==> src/rtl/mem_access_unit_multi.sv <==
// Multicycle load/store sequencer: one request, one or two bus beats, extended load data or exception code.
// Latency: aligned oDone 2 cycles after iStart, beat-crossing 3, plus one per bus wait cycle.
// Backpressure: each beat is held stable until iBusReady; iStart is ignored while oBusy.
module mem_access_unit_multi #(
    parameter int XLEN             = 32,
    parameter int ALLOW_MISALIGNED = 1,
    parameter int TIMEOUT_CYCLES   = 255
) (
    input  logic              iCLK,
    input  logic              iRST,
    input  logic              iStart,
    input  logic              iIsStore,
    input  logic [2:0]        iFunct3,
    input  logic [XLEN-1:0]   iAddress,
    input  logic [XLEN-1:0]   iStoreData,
    output logic              oBusy,
    output logic              oDone,
    output logic [XLEN-1:0]   oLoadData,
    output logic              oExcValid,
    output logic [4:0]        oExcCode,
    output logic [XLEN-1:0]   oBusAddress,
    output logic [XLEN-1:0]   oBusWriteData,
    output logic [XLEN/8-1:0] oBusByteEnable,
    output logic              oBusWriteEnable,
    output logic              oBusReadEnable,
    input  logic [XLEN-1:0]   iBusReadData,
    input  logic              iBusReady,
    input  logic              iBusError
);
    localparam int NB = XLEN / 8;
    localparam int OW = $clog2(NB);
    localparam int TW = (TIMEOUT_CYCLES > 1) ? $clog2(TIMEOUT_CYCLES + 1) : 1;
    localparam logic [TW-1:0] TO_LAST = (TIMEOUT_CYCLES > 0) ? TW'(TIMEOUT_CYCLES - 1) : '0;

    typedef enum logic [2:0] {IDLE, BEAT1, BEAT2, DONE, EXC} state_t;

    state_t            state, state_d;
    logic              is_store_q, split_q;
    logic [2:0]        f3_q;
    logic [OW-1:0]     off_q;
    logic [XLEN-1:0]   base_q, sdata_q, lo_q, load_q;
    logic [TW-1:0]     cnt_q;
    logic [4:0]        exc_q, exc_d;

    logic [3:0]        sz_bytes, sz_q_bytes;
    logic [OW-1:0]     off_in;
    logic              illegal, misal, split, wrap, in_beat, hi_beat, timeout;
    logic [4:0]        fault_code;
    logic [2*XLEN-1:0] rd_wide, st_wide;
    logic [XLEN-1:0]   rd_raw, ld_mask, ld_ext;
    logic              ld_sign;
    logic [2*NB-1:0]   be_wide;

    assign sz_bytes = 4'd1 << iFunct3[1:0];
    assign off_in   = iAddress[OW-1:0];
    assign illegal  = (iFunct3 == 3'b111) || (iIsStore && iFunct3[2]) ||
                      ((XLEN == 32) && ((iFunct3[1:0] == 2'b11) || (iFunct3 == 3'b110)));
    assign misal    = |(4'(off_in) & (sz_bytes - 4'd1));
    assign split    = (5'(off_in) + 5'(sz_bytes)) > 5'(NB);
    assign wrap     = &iAddress[XLEN-1:OW];

    assign in_beat    = (state == BEAT1) || (state == BEAT2);
    assign hi_beat    = (state == BEAT2);
    assign timeout    = (TIMEOUT_CYCLES != 0) && (cnt_q == TO_LAST);
    assign fault_code = is_store_q ? 5'd7 : 5'd5;

    always_comb begin
        state_d = state;
        exc_d   = exc_q;
        case (state)
            IDLE: begin
                if (iStart) begin
                    if (illegal) begin
                        state_d = EXC;
                        exc_d   = 5'd2;
                    end else if (misal && (ALLOW_MISALIGNED == 0)) begin
                        state_d = EXC;
                        exc_d   = iIsStore ? 5'd6 : 5'd4;
                    end else if (split && wrap) begin
                        // second beat would wrap the address space: fault before touching the bus
                        state_d = EXC;
                        exc_d   = iIsStore ? 5'd7 : 5'd5;
                    end else begin
                        state_d = BEAT1;
                    end
                end
            end
            BEAT1, BEAT2: begin
                if (iBusReady) begin
                    if (iBusError) begin
                        state_d = EXC;
                        exc_d   = fault_code;
                    end else if ((state == BEAT1) && split_q) begin
                        state_d = BEAT2;
                    end else begin
                        state_d = DONE;
                    end
                end else if (timeout) begin
                    state_d = EXC;
                    exc_d   = fault_code;
                end
            end
            DONE, EXC: state_d = IDLE;
            default:   state_d = IDLE;
        endcase
    end

    // Load path: the final beat arrives combinationally, so extraction runs off the live bus data.
    assign rd_wide = hi_beat ? {iBusReadData, lo_q} : {{XLEN{1'b0}}, iBusReadData};
    assign rd_raw  = XLEN'(rd_wide >> {off_q, 3'b000});

    always_comb begin
        ld_mask = '1;
        ld_sign = rd_raw[XLEN-1];
        case (f3_q[1:0])
            2'b00: begin ld_mask = XLEN'(8'hFF);          ld_sign = rd_raw[7];  end
            2'b01: begin ld_mask = XLEN'(16'hFFFF);       ld_sign = rd_raw[15]; end
            2'b10: begin ld_mask = XLEN'(32'hFFFF_FFFF);  ld_sign = rd_raw[31]; end
            default: begin ld_mask = '1;                  ld_sign = rd_raw[XLEN-1]; end
        endcase
        ld_ext = (!f3_q[2] && ld_sign) ? (rd_raw | ~ld_mask) : (rd_raw & ld_mask);
    end

    assign sz_q_bytes = 4'd1 << f3_q[1:0];
    assign st_wide    = {{XLEN{1'b0}}, sdata_q} << {off_q, 3'b000};
    assign be_wide    = (((2*NB)'(1) << sz_q_bytes) - (2*NB)'(1)) << off_q;

    always_ff @(posedge iCLK or posedge iRST) begin
        if (iRST) begin
            state      <= IDLE;
            exc_q      <= '0;
            cnt_q      <= '0;
            is_store_q <= 1'b0;
            split_q    <= 1'b0;
            f3_q       <= '0;
            off_q      <= '0;
            base_q     <= '0;
            sdata_q    <= '0;
            lo_q       <= '0;
            load_q     <= '0;
        end else begin
            state <= state_d;
            exc_q <= exc_d;
            cnt_q <= (in_beat && (state_d == state)) ? cnt_q + TW'(1) : '0;
            if ((state == IDLE) && iStart) begin
                is_store_q <= iIsStore;
                split_q    <= split;
                f3_q       <= iFunct3;
                off_q      <= off_in;
                base_q     <= {iAddress[XLEN-1:OW], {OW{1'b0}}};
                sdata_q    <= iStoreData;
            end
            if ((state == BEAT1) && iBusReady && !iBusError)
                lo_q <= iBusReadData;
            if ((state_d == DONE) && !is_store_q)
                load_q <= ld_ext;
        end
    end

    assign oBusy           = (state != IDLE);
    assign oDone           = (state == DONE);
    assign oExcValid       = (state == EXC);
    assign oExcCode        = oExcValid ? exc_q : 5'd0;
    assign oLoadData       = load_q;
    assign oBusAddress     = in_beat ? (hi_beat ? base_q + XLEN'(NB) : base_q) : '0;
    assign oBusWriteData   = in_beat ? (hi_beat ? st_wide[2*XLEN-1:XLEN] : st_wide[XLEN-1:0]) : '0;
    assign oBusByteEnable  = in_beat ? (hi_beat ? be_wide[2*NB-1:NB] : be_wide[NB-1:0]) : '0;
    assign oBusWriteEnable = in_beat && is_store_q;
    assign oBusReadEnable  = in_beat && !is_store_q;
endmodule

==> config.mk <==
export PLATFORM = sky130hd
export DESIGN_NAME = mem_access_unit_multi
export DESIGN_NICKNAME = d
export VERILOG_FILES = /design/src/rtl/mem_access_unit_multi.sv
export SDC_FILE = /design/constraint.sdc
export NUM_CORES = 1
export LEC_CHECK = 0
export CELL_PAD_IN_SITES_DETAIL_PLACEMENT = 1
export CELL_PAD_IN_SITES_GLOBAL_PLACEMENT = 2
export CORE_MARGIN = 1.5
export CORE_UTILIZATION = 31
export DETAILED_ROUTE_END_ITERATION = 7
export PLACE_DENSITY = 0.89
export SLEW_MARGIN = 40
export SYNTH_ARGS = -nofsm -noshare
export SYNTH_HDL_FRONTEND = slang
export SYNTH_SLANG_ARGS = --single-unit
==> constraint.sdc <==
create_clock -name iCLK -period 6.1 [get_ports iCLK]
set_clock_uncertainty 0.2 [all_clocks]
set_input_delay 0.61 -clock iCLK [delete_from_list [all_inputs] [get_ports iCLK]]
set_output_delay 0.61 -clock iCLK [all_outputs]
set_load 0.02 [all_outputs]
## Yosys cells after proc, flatten, opt, wreduce, memory -nomap -nowiden

Cells that the tools add are included.

- Register bits after elaboration: 149
- Latch bits: 0
- Memory bits (writable): 0
- Bits in read-only memories: 0
- Input bits: 105
- Output and inout port bits: 110
- Logic and storage cells: 94
- Memories: 0

- Add/sub/neg operators: 4
- Multipliers: 0
- Divide/modulo/power cells: 0
- Magnitude comparators: 1
- Eq/ne operators: 15
- Shifts and indexed selects: 6
- Muxes and demuxes: 29
- Bitwise operators: 3
- Reductions and logical operators: 25

Operators by type and width:

| cell | count |
|---|---|
| $mux 32 | 5 |
| $mux 64 | 1 |
| $pmux 32 s2 | 1 |
| $shl 32x5->64 | 1 |
| $shr 64x5->32 | 1 |
| $mux 5 | 7 |
| $add 32x3->32 const B | 1 |
| $and 32x32->32 | 1 |
| $not 32->32 | 1 |
| $or 32x32->32 | 1 |
| $reduce_and 30->1 | 1 |
| $mux 3 | 6 |
| $logic_and 1x1->1 | 11 |
| $pmux 5 s2 | 1 |
| $eq 3x2->1 const B | 3 |
| $eq 3x3->1 const B | 3 |
| $ne 3x3->1 const B | 3 |
| $add 8x1->8 const B | 1 |
| $eq 8x8->1 const B | 1 |
| $mux 4 | 2 |
| $mux 8 | 1 |
| $shl 1x2->4 const A | 2 |
| $shl 1x4->8 const A | 1 |
| $shl 8x2->8 | 1 |
| 20 further kinds | 26 |

## Depth between registers and ports, before layout

Gate-level depths: netlist (run 1).

- Depth after elaboration: 11
- Depth in mapped cells: 10
- Mapped depth without buffers: 9

## Least setup slack after synthesis (run 1)

Ideal clock, no wire load.

- Path kind: register to output
- From: reg f3_q[0]
- To: out oBusByteEnable[0]
- Arrival time: 2.237 ns
- Data required time: 5.290 ns
- Slack: 3.053 ns
- Stages on the path, launching flop included: 11
- Path buffers: 2
- Path through: dfrtp_1 > inv_1 > nand2_1 > clkbuf_1 > ha_1 > clkbuf_1 > nor3b_1 > o21ai_0 > a21oi_1 > o21ai_0 > a21oi_1

- Longest elaborated chain between the ends: 6

RTL lines:

| element | line | RTL |
|---|---|---|
| from (decl) | 39 | `logic [2:0] f3_q;` |
| from (signal assigned) | 148 | `f3_q <= iFunct3;` |
| $shl 1x2->4 | 124 | `assign sz_q_bytes = 4'd1 << f3_q[1:0];` |
| $shl 1x4->8 | 126 | `assign be_wide = (((2*NB)'(1) << sz_q_bytes) - (2*NB)'(1)) << off_q;` |
| $sub 8x2->8 | 126 |  |
| $shl 8x2->8 | 126 |  |
| $mux 4 (2 in a row) | 167 | `assign oBusByteEnable = in_beat ? (hi_beat ? be_wide[2*NB-1:NB] : be_wide[NB-1:0]) : '0;` |
| to (decl) | 23 | `output logic [XLEN/8-1:0] oBusByteEnable,` |

Every way passes these cells.

## Worst setup path after layout (run 1)

Same ends and word-level chain as after synthesis.

==> metrics, run 1 <==
Setup Fix Bufs, Post-CTS=0; largest net degree at the start of global routing=113; fraction of registers with async set/reset=100%; hold crit path type=flop to flop; Critical Path RT=roughly 5.3 ns; Setup crit end kind=primary output; Sink Count=between 100 and 150; VDD IR-drop max=approximately 0.24 mV; register area share after synthesis=38.4%; worst-skew pair later-pin latency=between 0.4 and 0.5 ns; first-pass GRT wire length=approximately 50,000 um; Yosys reg bits=between 100 and 150; Residual DRC=0; post-synthesis average cell area=9.08 um2; Yosys top cell area share=38.4%; RePlAce Congestion=roughly 0.8; drt pass-1 iters=5; Slew headroom=between 40% and 50%; Pwr Density=520 nW/um2; Nets=1,318; vias in the first global route=between 8,000 and 9,000; final hold viol count=0; CTS tree=yes; Finish-stage setup viols=0; Max Freq=about 0.23 GHz; Ys Warns=0; hpwl dp=22,800 um; CTS buffer count=17; area of the multi-input gates=5440 um2; wire per inst=20.1 um; post-route cell area=12,500 um2; placed inst area=between 10,000 and 15,000 um2; total core area=~30,000 um2; GR Overflow Total=0; Max Buffers Root-to-Sink=2; top cells by area, synth=dfrtp_1, mux2_2, a21oi_1, mux2i_1, nor2_1; M1 WL=between 10,000 and 15,000 um; Critical Path Fanout Max=13; post_cts resized=0; wire length on met3=1460 um; top sig layer=met5; initial core utilization=31.8%; Total Routing Usage GR=roughly 20%; area leader, netlist=dfrtp_1; Pins Over Slew Limit=0; Worst Path Class, Setup=flop to primary output; final WL=about 32,000 um; Hold Buf Count CTS=0; metal2 WL=around 15,000 um; Post-synth EDFFs=0; CP arrival=roughly 3.6 ns; area occupied by registers=between 3000 and 4000 um2; count of unique library cells instantiated by Yosys=65; post-route ant nets=0; buffers added on ports=between 200 and 250; CTS clk-pin slew, worst paths=roughly 0.060 ns; synthesis-to-finish area growth=31.0%; chip width=about 180 um; minimum clock period=about 4.4 ns; number of vias per cell=5.45; Max Cap Viol=0; status=completed; vias=8,771; worst-margin pin slew=about 0.80 ns; leakage power=roughly 4.8 nW; Synth Flop Type=dfrtp_1; die area=31,700 um2; Synth Instances=roughly 1,000; Worst setup SP type=flop; CTS root buf=clkbuf_16; layout cells sized above 1=~15%; Setup TNS=0 ns; die height=178 um; synthesized area=9510 um2; CTS HTree Levels=4; I/O pins=215; RSZ-0062 raised after global routing=no; initial antenna violation count=2; Tcrit/Tclk final=72.2%; row count=63; Fillers=3,439; First DRT Iteration DRCs=633
[metal layers]
| metal | vias up | GRT usage, % |
|---|---|---|
| li1 | 4138 | - |
| met1 | 4362 | 27.3 |
| met2 | 227 | 33.5 |
| met3 | 42 | 4.33 |
| met4 | 2 | 6.01 |
| met5 | - | 0 |
[flip-flops by register name (all words and copies together), names as in the netlist]
| signal | count |
|---|---|
| cnt_q | 8 |
| oLoadData | 32 |
| exc_q | 2 |
| f3_q | 3 |
| base_q | 30 |
| off_q | 2 |
| split_q | 1 |
| is_store_q | 1 |
| state | 3 |
| lo_q | 32 |
| sdata_q | 32 |
[worst max-delay path, stage by stage (launching register included)]
cell             delay [ns]
dfrtp_1                0.46
inv_1                  0.23
nand2_1                0.36
ha_1                   0.47
nor3b_1                0.34
o21ai_0                0.15
a21oi_1                0.16
o21ai_0                0.11
a21oi_1                0.19
clkdlybuf4s50_1        0.70
[through the flow]
| step | util, % | worst slack (ns) | hold slack [ns] | cells | total power [W] |
|---|---|---|---|---|---|
| after floorplan | - | 1.37 | 0.272 | 1051 | 0.00414 |
| final | 41.6 | 1.70 | 0.298 | 1608 | 0.00648 |
| after global placement | 39.5 | 2.25 | 0.286 | 1573 | 0.00535 |
| after detailed placement | 39.6 | 2.15 | 0.292 | 1574 | 0.00545 |
| after CTS | 41.5 | 1.67 | 0.304 | 1606 | 0.00650 |
| after global routing | 41.6 | 1.36 | 0.333 | 1607 | 0.00692 |
[worst paths after layout]
| check | startpoint | to | slack [ns] | cells after the start |
|---|---|---|---|---|
| max | f3_q[0]$_DFFE_PP0P_ | oBusByteEnable[0] | 1.70 | 9 |
| min | exc_q[1]$_DFFE_PP0P_ | exc_q[1]$_DFFE_PP0P_ | 0.30 | 1 |
| max reg2reg | state[2]$_DFF_PP0_ | oLoadData[26]$_DFFE_PP0P_ | 2.46 | 7 |
| min reg2reg | exc_q[1]$_DFFE_PP0P_ | exc_q[1]$_DFFE_PP0P_ | 0.30 | 1 |
| max in group asynchronous | iRST | sdata_q[26]$_DFFE_PP0P_ | 4.28 | 3 |
| min in group asynchronous | iRST | sdata_q[12]$_DFFE_PP0P_ | 0.46 | 2 |
[report_power, final]
group	switching [W]	internal (W)	total, W
combinational	0.00188	0.00157	0.00345
clock	0.000485	0.000543	0.00103
sequential	0.000564	0.00144	0.00200
total	0.00293	0.00355	0.00648
[cell families after synthesis]
family | share of synthesized area, %
simple gates | 17.2
compound gates | 17.6
mux | 18.1
flops | 38.4
buf+inv | 4.94
xor+xnor | 2.39
fa+ha+maj | 1.26
other cells | 0.0394
[Yosys cell counts, types with 7 or more instances]
library cell	count
a22oi_1	11
nand4_1	20
inv_1	15
ha_1	8
and3_1	18
nand2_1	87
nand3_1	26
o311ai_0	7
nor2_1	103
and2_1	11
nor3_1	16
a211oi_1	25
dfrtp_1	146
xor2_1	20
o21ai_0	40
a31oi_1	50
buf_1	10
mux2_2	114
or3_1	7
mux2i_1	42
a21oi_1	100
clkbuf_1	41
nor2b_1	12
buf_2	34
[cells in the final DEF (no fill, tap or decap), drive strengths merged, types with 3 or more instances in the layout]
cell type / Yosys / final
a211o: 6 / 6
a211oi: 25 / 25
a21oi: 100 / 100
a221oi: 3 / 3
a22oi: 12 / 12
a31oi: 50 / 50
a32oi: 7 / 7
and2: 12 / 12
and3: 18 / 18
and4: 6 / 6
buf: 50 / 15
clkbuf: 41 / 18
clkdlybuf4s50: 0 / 210
clkinv: 1 / 6
conb: 1 / 4
dfrtp: 146 / 146
ha: 8 / 8
inv: 15 / 23
mux2: 115 / 115
mux2i: 42 / 42
nand2: 87 / 87
nand2b: 5 / 5
nand3: 26 / 26
nand4: 22 / 22
nor2: 104 / 104
nor2b: 12 / 12
nor3: 16 / 16
nor4: 7 / 7
o211ai: 3 / 3
o21a: 4 / 4
o21ai: 40 / 40
o311ai: 7 / 7
or3: 7 / 7
xnor2: 6 / 6
xor2: 20 / 20
[final cells by class]
cell class,count,area share (%)
Antenna cell,1,0.0201
Clock inverter,14,1.11
Tap cell,390,3.92
Inverter,16,0.582
Timing Repair Buffer,225,17.9
Clock buffer,18,3.44
Sequential cell,146,29.4
Multi-Input combinational cell,798,43.6
(Power assumes the default switching activity.)
==> run 2, diff against run 1 <==
--- a/config.mk
+++ b/config.mk
@@ -8,9 +8,9 @@
 export CELL_PAD_IN_SITES_DETAIL_PLACEMENT = 1
 export CELL_PAD_IN_SITES_GLOBAL_PLACEMENT = 2
 export CORE_MARGIN = 1.5
-export CORE_UTILIZATION = 31
+export CORE_UTILIZATION = 28
 export DETAILED_ROUTE_END_ITERATION = 7
-export PLACE_DENSITY = 0.89
+export PLACE_DENSITY = 0.85
 export SLEW_MARGIN = 40
 export SYNTH_ARGS = -nofsm -noshare
 export SYNTH_HDL_FRONTEND = slang
==> constraint.sdc (replaced) <==
create_clock -name iCLK -period 4 [get_ports iCLK]
set_clock_uncertainty 0.2 [all_clocks]
set_input_delay 0.4 -clock iCLK [delete_from_list [all_inputs] [get_ports iCLK]]
set_output_delay 0.4 -clock iCLK [all_outputs]
set_load 0.02 [all_outputs]
==> run 2 against run 1 <==
  * Non-clock buffer count grew 14
  * Critical endpoint is now oBusAddress[25]
  * First-iteration DRC count shrank 27%
  * Worst setup slack worse by 1.4 ns
  * Design area up 1.9%
  * Clock power is 51% higher
==> metrics, run 2 (synthesis results as in run 1) <==
Hold Buf Count CTS=0 (unchanged); synthesis-to-finish area growth=33.4% (was 31.0%); Clk pwr share=15.5% (was 15.9%); Tcrit/Tclk final=around 93%; CTS buffer count=17 (unchanged); largest net degree at the start of global routing=73 (was 113); Seq pwr share=29.7% (was 30.9%); minimum clock period=3.73 ns; total chip power=0.0100 W (was 0.00648 W); internal cell power=0.00549 W (was 0.00355 W); Fillers=3,826 (was 3,439); end of the worst register-to-register path=oLoadData[9]$_DFFE_PP0P_ (was oLoadData[26]$_DFFE_PP0P_); Critical Path RT=3.40 ns (was 5.29 ns); initial antenna violation count=6 (was 2); Total Routing Usage GR=19.5% (was 20.5%); Critical R2R Launch=state[2]$_DFF_PP0_ (unchanged); first-pass GRT wire length=54,000 um (was 50,600 um); status=completed (unchanged); I/O pins=215 (unchanged); Setup crit end=oBusAddress[25] (was oBusByteEnable[0]); initial core utilization=28.4% (was 31.8%); R2R Setup Slk=0.76 ns (was 2.46 ns); hold crit path type=primary input to asynchronous set/reset pin (was flop to flop); CTS clk-pin slew, worst paths=0.07 ns (was 0.06 ns); switching share of power=45.2% (about the same); CTS tree=yes (unchanged); final non-filler cell total=1,683 (was 1,608); Setup TNS=0 ns (unchanged); worst-skew pair later-pin latency=0.43 ns (about the same); Nets=1,332 (was 1,318); CP max-delay cell=clkdlybuf4s50_1 (unchanged); Pins Over Slew Limit=0 (unchanged); die area=35,100 um2 (was 31,700 um2); max incr delay on CP=0.65 ns (was 0.70 ns); Slew headroom=46.9% (was 46.8%); Sink Count=146 (unchanged); die height=187 um (was 178 um); crit-path cells=nand4bb_1 > nor4_4 > nand4_2 > or3_1 > a21oi_1 > clkdlybuf4s50_1 (was inv_1 > nand2_1 > ha_1 > nor3b_1 > o21ai_0 > a21oi_1 > o21ai_0 > a21oi_1 > clkdlybuf4s50_1); CTS root buf=clkbuf_16 (unchanged); row count=67 (was 63); DP Cell Count=1,646 (was 1,574); Worst setup SP type=flop (unchanged); layout cells sized above 1=15.8% (was 14.9%); final WL=34,200 um (was 32,300 um); Comb pwr share=54.8% (was 53.3%); Worst Setup SP=state[1]$_DFF_PP0_ (was f3_q[0]$_DFFE_PP0P_); Worst R2R Path Depth=7 (unchanged); vias=8,846 (was 8,771); Net Sw Power=0.00453 W (was 0.00293 W); Max Freq=0.268 GHz; post-route ant nets=0 (unchanged); wire per inst=20.3 um (was 20.1 um); vias in the first global route=9,247 (was 8,970); buffers added on ports=210 (unchanged); hpwl dp=24,200 um (was 22,800 um); leading cell type in the layout, fill and taps excluded=clkdlybuf4s50_1 (unchanged); Max Cap Viol=0 (unchanged); worst-margin pin slew=0.795 ns (was 0.797 ns); First DRT Iteration DRCs=462 (was 633); final hold viol count=0 (unchanged); most frequent cells in the layout=clkdlybuf4s50_1, dfrtp_1, mux2_2, nor2_1, a21oi_1 (unchanged); chip width=187 um (was 178 um); Max Buffers Root-to-Sink=2 (unchanged); CTS HTree Levels=4 (unchanged); Pwr Density=789 nW/um2 (was 520 nW/um2); total core area=33,400 um2 (was 30,000 um2); RePlAce Congestion=0.822 (was 0.804); drt pass-1 iters=4 (was 5); VDD IR-drop max=0.474 mV (was 0.240 mV); Worst Path Class, Setup=flop to primary output (unchanged); Residual DRC=0 (unchanged); number of vias per cell=5.26 (was 5.45); Setup crit end kind=primary output (unchanged); Critical Path Fanout Max=11 (was 13); RSZ-0062 raised after global routing=no (unchanged); GR Overflow Total=0 (unchanged); CP arrival=3.13 ns (was 3.59 ns); Finish-stage setup viols=0 (unchanged); leakage power=4.88 nW (was 4.81 nW)
run 2: cell count changes in the layout (fill, tap and decap cells not counted), moves of 2 or more:
cell        previous run  this run
diode_2                1         4
inv_8                  4         2
clkinv_4               3         1
clkinvlp_4             1         5
clkinv_8               2         0
buf_12                 1         8
buf_4                 13        21
run 2: timing repair:
| action | in CTS | in global routing |
|---|---|---|
| resized for setup | 0 | 1 |
| setup endpoints to repair | 0 | 1 |
| setup buffers | 0 | 0 |
run 2: per-stage QoR:
stage	hold WS, ns	area, um2	util, %	worst slack (ns)
after CTS	0.277	12700	37.9	0.180
after floorplan	0.272	9530	-	1.16
after global placement	0.286	12100	36.2	0.656
final	0.0807	12700	38.0	0.275
after global routing	0.0842	12700	37.9	0.0306
after detailed placement	0.290	12100	36.2	0.549
run 2: metal layers:
metal	share of wire (%)	track usage (%)	vias to the layer above
met4	1.3	5.15	4
met2	49	32.8	232
met5	0.073	0	-
met3	5.4	4.30	33
met1	44	25.2	4411
li1	-	-	4166
run 2: how the worst min path moves through the flow:
stage / cells after the start / slack, ns / end
after floorplan: 1 / 0.27 / exc_q[0]$_DFFE_PP0P_
after global placement: 1 / 0.29 / lo_q[7]$_DFFE_PP0P_
after detailed placement: 1 / 0.29 / exc_q[1]$_DFFE_PP0P_
after CTS: 2 / 0.28 / base_q[22]$_DFFE_PP0P_
after global routing: 2 / 0.08 / base_q[22]$_DFFE_PP0P_
final: 2 / 0.08 / base_q[22]$_DFFE_PP0P_
run 2: critical path, delay by kind of cell (launching register included):
family                 cells  cell delay (ns)
AOI/OAI and AO/OA          1             0.22
and+or+nand+nor            4             1.32
buffers and inverters      1             0.65
DFF                        1             0.51
run 2: power groups by stage:
stage	combinational (W)	sequential, W	clock (W)
6_report	0.00549	0.00298	0.00156
2_1_floorplan	0.00344	0.00287	0
4_1_cts	0.00553	0.00297	0.00160
5_1_grt	0.00593	0.00310	0.00166
3_3_place_gp	0.00541	0.00295	0
3_5_place_dp	0.00549	0.00300	0
run 2: cell type report:
type	instances	area (um2)	share of cell area, %
Antenna cell	4	10.0	0.0788
Sequential cell	146	3660	28.8
Multi-Input combinational cell	798	5440	42.8
Tap cell	448	561	4.42
Inverter	16	63.8	0.503
Clock inverter	14	119	0.936
Clock buffer	18	429	3.38
Timing Repair Buffer	239	2420	19.1
